## config.mk

```make
export PLATFORM = sky130hd
export DESIGN_NAME = ads_ddr_capture
export DESIGN_NICKNAME = d
export VERILOG_FILES = /design/src/rtl/ads_ddr_capture.sv
export SDC_FILE = /design/constraint.sdc
export NUM_CORES = 1
export LEC_CHECK = 0
export CORE_ASPECT_RATIO = 0.7
export CORE_MARGIN = 5
export CORE_UTILIZATION = 35
export CTS_CLUSTER_SIZE = 8
export DETAILED_ROUTE_END_ITERATION = 8
export PLACE_DENSITY = 0.67
export SLEW_MARGIN = 10
export SYNTH_ARGS = -nofsm -noshare
export SYNTH_HDL_FRONTEND = slang
export SYNTH_SLANG_ARGS = --single-unit
export TNS_END_PERCENT = 30
```

## constraint.sdc

```tcl
create_clock -name AD_CLK_IN -period 5.4 [get_ports AD_CLK_IN]
set_input_delay 0.81 -clock AD_CLK_IN [delete_from_list [all_inputs] [get_ports AD_CLK_IN]]
set_output_delay 0.81 -clock AD_CLK_IN [all_outputs]
set_load 0.01 [all_outputs]
```

## src/rtl/ads_ddr_capture.sv

```systemverilog
// ads_ddr_capture
// Multi-channel LVDS DDR capture for ADS42xx-class ADCs. Each channel has LANES
// differential lanes, and each lane carries two bits per AD_CLK_IN period.
// The block trains a per-channel half-cycle word alignment against a fixed
// test pattern and reports lock/fail status. It then delivers decimated,
// optionally MSB-inverted samples with a one-cycle valid strobe.
//
// Ports
//   AD_CLK_IN    in   1                 ADC data clock, the only clock
//   RESET        in   1                 async active-low reset
//   AD_DIN_P/N   in   CHANNELS*LANES    differential lane inputs, ch c = [c*LANES +: LANES]
//   TRAIN_START  in   1                 one-cycle pulse, (re)start alignment
//   FORMAT_OB    in   1                 1: invert sample MSB (offset binary -> two's complement)
//   DECIM        in   8                 keep 1 of DECIM+1 samples
//   AD_DATA      out  CHANNELS*DATA_W   aligned samples, ch c = [c*DATA_W +: DATA_W]
//   AD_VALID     out  1                 AD_DATA carries a kept sample this cycle
//   LOCKED       out  1                 all channels aligned
//   TRAIN_FAIL   out  1                 alignment failed, sticky until TRAIN_START/reset
//   EDGE_SEL     out  CHANNELS          per-channel edge select in use
module ads_ddr_capture #(
    parameter int                 CHANNELS      = 2,
    parameter int                 LANES         = 6,
    parameter logic [2*LANES-1:0] TRAIN_PATTERN = 12'b1010_0101_1100,
    parameter int                 LOCK_COUNT    = 64,
    parameter int                 SETTLE_CYC    = 4
) (
    input  logic                        AD_CLK_IN,
    input  logic                        RESET,
    input  logic [CHANNELS*LANES-1:0]   AD_DIN_P,
    input  logic [CHANNELS*LANES-1:0]   AD_DIN_N,
    input  logic                        TRAIN_START,
    input  logic                        FORMAT_OB,
    input  logic [7:0]                  DECIM,
    output logic [CHANNELS*2*LANES-1:0] AD_DATA,
    output logic                        AD_VALID,
    output logic                        LOCKED,
    output logic                        TRAIN_FAIL,
    output logic [CHANNELS-1:0]         EDGE_SEL
);

    localparam int DATA_W  = 2 * LANES;
    localparam int NLANE   = CHANNELS * LANES;
    localparam int CNT_MAX = (LOCK_COUNT > SETTLE_CYC) ? LOCK_COUNT : SETTLE_CYC;
    localparam int CNT_W   = $clog2(CNT_MAX + 1);

    typedef enum logic [2:0] {
        S_IDLE   = 3'd0,
        S_SETTLE = 3'd1,
        S_CHECK  = 3'd2,
        S_LOCKED = 3'd3,
        S_FAIL   = 3'd4
    } state_t;

    // Differential receiver: a lane reads 1 when P is high and N is low.
    logic [NLANE-1:0] din_s;
    assign din_s = AD_DIN_P & ~AD_DIN_N;

    // IDDR (same-edge pipelined) and alignment datapath registers
    logic [NLANE-1:0] rise_cap_q, rise_cap_d;
    logic [NLANE-1:0] fall_cap_q, fall_cap_d;
    logic [NLANE-1:0] q1_q, q1_d, q2_q, q2_d, q2_prev_q, q2_prev_d;
    logic [CHANNELS*DATA_W-1:0] w_q, w_d, ad_data_q, ad_data_d;

    // Control registers
    state_t              state_q, state_d;
    logic [CNT_W-1:0]    cnt_q, cnt_d;
    logic                attempt_q, attempt_d;
    logic [CHANNELS-1:0] flags_q, flags_d, flags_all_s, mismatch_s;
    logic [CHANNELS-1:0] edge_sel_q, edge_sel_d;
    logic                locked_q, locked_d, fail_q, fail_d;
    logic [7:0]          dec_cnt_q, dec_cnt_d, decim_lat_q, decim_lat_d;
    logic                valid_q, valid_d;

    // Datapath next-state: IDDR pipeline, word build, output formatting
    always_comb begin
        rise_cap_d = din_s;
        fall_cap_d = din_s;
        q1_d       = rise_cap_q;
        q2_d       = fall_cap_q;
        q2_prev_d  = q2_q;
        w_d        = {(CHANNELS*DATA_W){1'b0}};
        ad_data_d  = {(CHANNELS*DATA_W){1'b0}};
        for (int c = 0; c < CHANNELS; c++) begin
            for (int i = 0; i < LANES; i++) begin
                // Edge select 1 pairs the previous falling bit with the current rising bit.
                if (edge_sel_q[c]) begin
                    w_d[c*DATA_W + 2*i]     = q2_prev_q[c*LANES + i];
                    w_d[c*DATA_W + 2*i + 1] = q1_q[c*LANES + i];
                end else begin
                    w_d[c*DATA_W + 2*i]     = q1_q[c*LANES + i];
                    w_d[c*DATA_W + 2*i + 1] = q2_q[c*LANES + i];
                end
            end
            ad_data_d[c*DATA_W +: DATA_W] = w_q[c*DATA_W +: DATA_W]
                                          ^ {FORMAT_OB, {(DATA_W-1){1'b0}}};
            mismatch_s[c] = (w_q[c*DATA_W +: DATA_W] != TRAIN_PATTERN);
        end
    end

    // Training FSM next-state and alignment decisions
    always_comb begin
        state_d     = state_q;
        cnt_d       = cnt_q;
        attempt_d   = attempt_q;
        flags_d     = flags_q;
        edge_sel_d  = edge_sel_q;
        flags_all_s = flags_q | mismatch_s;
        if (TRAIN_START) begin
            state_d    = S_SETTLE;
            cnt_d      = {CNT_W{1'b0}};
            attempt_d  = 1'b0;
            flags_d    = {CHANNELS{1'b0}};
            edge_sel_d = {CHANNELS{1'b0}};
        end else begin
            case (state_q)
                S_SETTLE: begin
                    flags_d = {CHANNELS{1'b0}};
                    if (cnt_q == CNT_W'(SETTLE_CYC - 1)) begin
                        cnt_d   = {CNT_W{1'b0}};
                        state_d = S_CHECK;
                    end else begin
                        cnt_d = cnt_q + {{(CNT_W-1){1'b0}}, 1'b1};
                    end
                end
                S_CHECK: begin
                    flags_d = flags_all_s;
                    if (cnt_q == CNT_W'(LOCK_COUNT - 1)) begin
                        cnt_d = {CNT_W{1'b0}};
                        if (flags_all_s == {CHANNELS{1'b0}}) begin
                            state_d = S_LOCKED;
                        end else if (!attempt_q) begin
                            // Second attempt flips only the channels that failed.
                            edge_sel_d = edge_sel_q ^ flags_all_s;
                            attempt_d  = 1'b1;
                            state_d    = S_SETTLE;
                        end else begin
                            state_d = S_FAIL;
                        end
                    end else begin
                        cnt_d = cnt_q + {{(CNT_W-1){1'b0}}, 1'b1};
                    end
                end
                S_IDLE, S_LOCKED, S_FAIL: begin
                    state_d = state_q;
                end
                default: begin
                    state_d = S_IDLE;
                end
            endcase
        end
        locked_d = (state_d == S_LOCKED);
        fail_d   = (state_d == S_FAIL);
    end

    // Decimation counter and valid strobe, active only while locked
    always_comb begin
        dec_cnt_d   = 8'd0;
        decim_lat_d = decim_lat_q;
        valid_d     = 1'b0;
        if ((state_d == S_LOCKED) && (state_q != S_LOCKED)) begin
            decim_lat_d = DECIM;
            valid_d     = 1'b1;
        end else if ((state_d == S_LOCKED) && (state_q == S_LOCKED)) begin
            // DECIM is sampled at each wrap; a new DECIM below the count forces a wrap.
            if ((dec_cnt_q >= decim_lat_q) || (dec_cnt_q > DECIM)) begin
                decim_lat_d = DECIM;
                valid_d     = 1'b1;
            end else begin
                dec_cnt_d = dec_cnt_q + 8'd1;
            end
        end else begin
            dec_cnt_d = 8'd0;
        end
    end

    // Falling-edge half of the IDDR capture
    always_ff @(negedge AD_CLK_IN or negedge RESET) begin
        if (!RESET) begin
            fall_cap_q <= {NLANE{1'b0}};
        end else begin
            fall_cap_q <= fall_cap_d;
        end
    end

    // Rising-edge registers: datapath, FSM state and status outputs
    always_ff @(posedge AD_CLK_IN or negedge RESET) begin
        if (!RESET) begin
            rise_cap_q  <= {NLANE{1'b0}};
            q1_q        <= {NLANE{1'b0}};
            q2_q        <= {NLANE{1'b0}};
            q2_prev_q   <= {NLANE{1'b0}};
            w_q         <= {(CHANNELS*DATA_W){1'b0}};
            ad_data_q   <= {(CHANNELS*DATA_W){1'b0}};
            state_q     <= S_IDLE;
            cnt_q       <= {CNT_W{1'b0}};
            attempt_q   <= 1'b0;
            flags_q     <= {CHANNELS{1'b0}};
            edge_sel_q  <= {CHANNELS{1'b0}};
            locked_q    <= 1'b0;
            fail_q      <= 1'b0;
            dec_cnt_q   <= 8'd0;
            decim_lat_q <= 8'd0;
            valid_q     <= 1'b0;
        end else begin
            rise_cap_q  <= rise_cap_d;
            q1_q        <= q1_d;
            q2_q        <= q2_d;
            q2_prev_q   <= q2_prev_d;
            w_q         <= w_d;
            ad_data_q   <= ad_data_d;
            state_q     <= state_d;
            cnt_q       <= cnt_d;
            attempt_q   <= attempt_d;
            flags_q     <= flags_d;
            edge_sel_q  <= edge_sel_d;
            locked_q    <= locked_d;
            fail_q      <= fail_d;
            dec_cnt_q   <= dec_cnt_d;
            decim_lat_q <= decim_lat_d;
            valid_q     <= valid_d;
        end
    end

    assign AD_DATA    = ad_data_q;
    assign AD_VALID   = valid_q;
    assign LOCKED     = locked_q;
    assign TRAIN_FAIL = fail_q;
    assign EDGE_SEL   = edge_sel_q;

endmodule

```

==> Word level (Yosys, flattened, before mapping) <==
Cells that the tools add are included.
{ "word_totals": {"word_cells": 96, "output_inout_bits": 29, "register_bits": 142} }
{ "classes": {"bitwise_logic": 6, "reduce_logical": 14, "addsub": 2, "muxes": 42, "magnitude_cmp": 2, "eq_ne": 13} }
{ "ops": {"columns": ["operator", "n"], "rows": [
  ["$mux 8", 6],
  ["$mux 2", 18],
  ["$ne 12x12->1 const B", 2],
  ["$xor 12x12->12", 2],
  ["$mux 7", 3],
  ["$mux 3", 5],
  ["$pmux 7 s2", 1],
  ["$and 12x12->12", 1],
  ["$not 12->12", 1],
  ["$eq 3x2->1 const B", 3],
  ["$pmux 3 s3", 1],
  ["$add 8x1->8 const B", 1],
  ["$ge 8x8->1", 1],
  ["$gt 8x8->1", 1],
  ["$reduce_bool 2->1", 4],
  ["$add 7x1->7 const B", 1],
  ["$eq 7x2->1 const B", 1],
  ["$eq 7x6->1 const B", 1],
  ["$mux 1", 7],
  ["$eq 3x3->1 const B", 2],
  ["$ne 2x2->1 const B", 2],
  ["$pmux 2 s2", 1],
  ["$reduce_and 4->1", 1],
  ["$eq 3x1->1 const B", 1],
  ["other kinds (11)", 12]
]} }

==> Logic depth before layout (Yosys ltp) <==
{ "depth": {"depth_word": 11, "ltp_mapped": 9} }

==> metrics <==
status=complete, no violations; largest net degree at the start of global routing=81; antenna-violating nets left=0; post-synthesis instance total=360; GRT Resource Usage Total=11.3%; # hold bufs at CTS=0; H-Tree Level Count=4; Leakage=3.08 nW; Pre-antenna DRT Iters=4; crit path max fanout=2; final setup fails=0; Area after DPL=5990 um^2; max-slew violations=0; Crit-path slowest cell=clkdlybuf4s50_1; routed vias/inst=4.53; post-CTS resize count=0; final wirelength=8890 um; buffers and inverters on the worst path=1; Post-CTS Setup Inserts=0; Die Span Y=111 um; Clock Tree Buf Depth=2; average size of a mapped cell=14.2 um^2; critical-path cell list=clkdlybuf4s50_1 -> nor2b_1; drt wl/cell=13.8 um; crit-path leading delay family=buffers and inverters; Warnings, synthesis=0; drt drc=0; Clock Pin Slew Worst Setup and Hold Paths=60 ps; GR Overflow Total=0; Synth Cell Area=5130 um^2; Worst EP arrival=1350 ps; Min-Delay Path Class=reg2reg; row count=37; port buffer count=64; Top Ports=65; Synth-to-Final Area Change=28.2%; kind of critical path=in2reg; TritonCTS buffer count=17; Worst Tran Pin Value=781 ps; initial core utilization=35.3%; Startpoint Class=input pin; Fin Clk Skew=21.8 ps; Post-synth ARST share=100%; Root Buffer=clkbuf_16; first-pass GRT wire length=15400 um; initial antenna violation count=0; VDD IR max=214 uV; RSZ-0062 raised after global routing=no; share of post-route cells with drive strength above 1=14.9%; max-cap violations=0; number of synthesized register bits=142; number of global-route vias before repair=3186; Core ar.=14500 um^2; Req. time, crit path=2930 ps; number of flops mapped to enable cells by yosys=0; Final Hold Fails=0; die width=155 um; largest stage delay on the critical path=400 ps; nets=492; Seq/Total Area, Yosys=69.3%; via count=2924; clock latency at the later pin of the worst-skew pair=410 ps; Main synth FF type=dfrtp_1; TritonCTS Sinks=142; CP endpoint kind=register; die area=17200 um^2; CTS tree=done; Ant. Diodes=0; relative slew slack=47.9%; Post-Syn Nets=414; Synth cell types=50; Final GP Congestion=0.767; drt initial violations=135; setup tns final=0 ps; detailed-placement wirelength estimate=5970 um; Power Dens Cells=398 nW/um^2; fin area=6570 um^2
[layout make-up]
cell class	instances	area, um^2
Sequential cell	142	3550
Inverter	18	67.6
Clock buffer	18	429
Multi-Input combinational cell	194	1480
Timing Repair Buffer	65	649
Clock inverter	14	149
Fill cell	1282	7960
Tap cell	195	244
[metrics by stage]
step	instances	utilization [%]	total power [mW]	worst slack, ps	hold slack (ps)
final	646	45.2	2.62	1580	348
after global routing	646	45.2	2.75	1570	351
after CTS	646	45.2	2.66	1580	349
after detailed placement	614	41.2	1.51	1180	335
after global placement	614	41.2	1.49	1200	334
after floorplan	360	-	1.38	1620	331
[final timing paths]
| check | slack, ps | start | depth (start not counted) | to |
|---|---|---|---|---|
| max | 1580 | AD_DIN_P[2] | 2 | fall_cap_q[2] |
| min | 350 | q1_d[9] | 0 | q1_q[9] |
| max reg2reg | 2270 | fall_cap_q[6] | 0 | q2_prev_d[6] |
| min reg2reg | 350 | q1_d[9] | 0 | q1_q[9] |
| max in group asynchronous | 1880 | RESET | 1 | fall_cap_q[1] |
| min in group asynchronous | 410 | RESET | 1 | q2_prev_d[8] |
[power breakdown]
part / total (mW) / internal, mW / switching, mW / leakage, nW
clock: 1.13 / 0.652 / 0.476 / 0.272
combinational: 0.289 / 0.137 / 0.152 / 0.972
sequential: 1.20 / 1.15 / 0.0468 / 1.83
total: 2.62 / 1.94 / 0.675 / 3.08
[synth_stat cells (5+ instances only)]
master    instances  area [um^2]
dfrtn_1          12          300
mux2_2           24          270
nand2_1          15         56.3
o21ai_0          10         50.1
nand2b_1          5         31.3
a211oi_1          5         37.5
inv_1            18         67.6
dfrtp_1         130         3250
nand3_1           5         25.0
a21oi_1           8         40.0
nor2_1           23         86.3
xor2_1            8         70.1
mux2i_1           7         70.1
ha_1             18          225
nor2b_1          17          106
[flip-flops by register name, indices dropped and copies added (netlist names)]
name	cells
AD_DATA	24
AD_VALID	1
EDGE_SEL	2
LOCKED	1
TRAIN_FAIL	1
attempt_q	1
cnt_q	7
dec_cnt_q	8
decim_lat_q	8
fall_cap_q	12
flags_q	2
q1_d	12
q1_q	12
q2_prev_d	12
q2_prev_q	12
state_q	3
w_q	24
[per-layer routing]
metal,vias up,share of wire [%],global-route usage [%]
li1,1384,-,-
met1,1468,45,14.4
met2,60,48,17.6
met3,12,5.4,4.21
met4,0,1.1,4.35
met5,-,0,0
[cell usage in the layout, fill, tap and decap left out, types with 10 or more instances in the layout]
cell type	Yosys	routed
mux2_2	24	24
clkdlybuf4s50_1	0	63
inv_1	18	18
o21ai_0	10	10
dfrtn_1	12	12
ha_1	18	18
clkbuf_16	0	17
nand2_1	15	15
dfrtp_1	130	130
nor2b_1	17	17
nor2_1	23	23
[kinds of logic (layout without fill, tap and decap cells)]
| kind of cell | Yosys count | after routing | synth area share (%) |
|---|---|---|---|
| AOI/OAI and AO/OA | 38 | 38 | 4.83 |
| and+or+nand+nor | 95 | 95 | 10.8 |
| adders and majority gates | 18 | 18 | 4.39 |
| xor gates and xnor gates | 11 | 11 | 1.88 |
| muxes | 32 | 32 | 6.93 |
| DFF | 142 | 142 | 69.3 |
| buffers and inverters | 24 | 115 | 1.81 |
(Power assumes the default switching activity.)
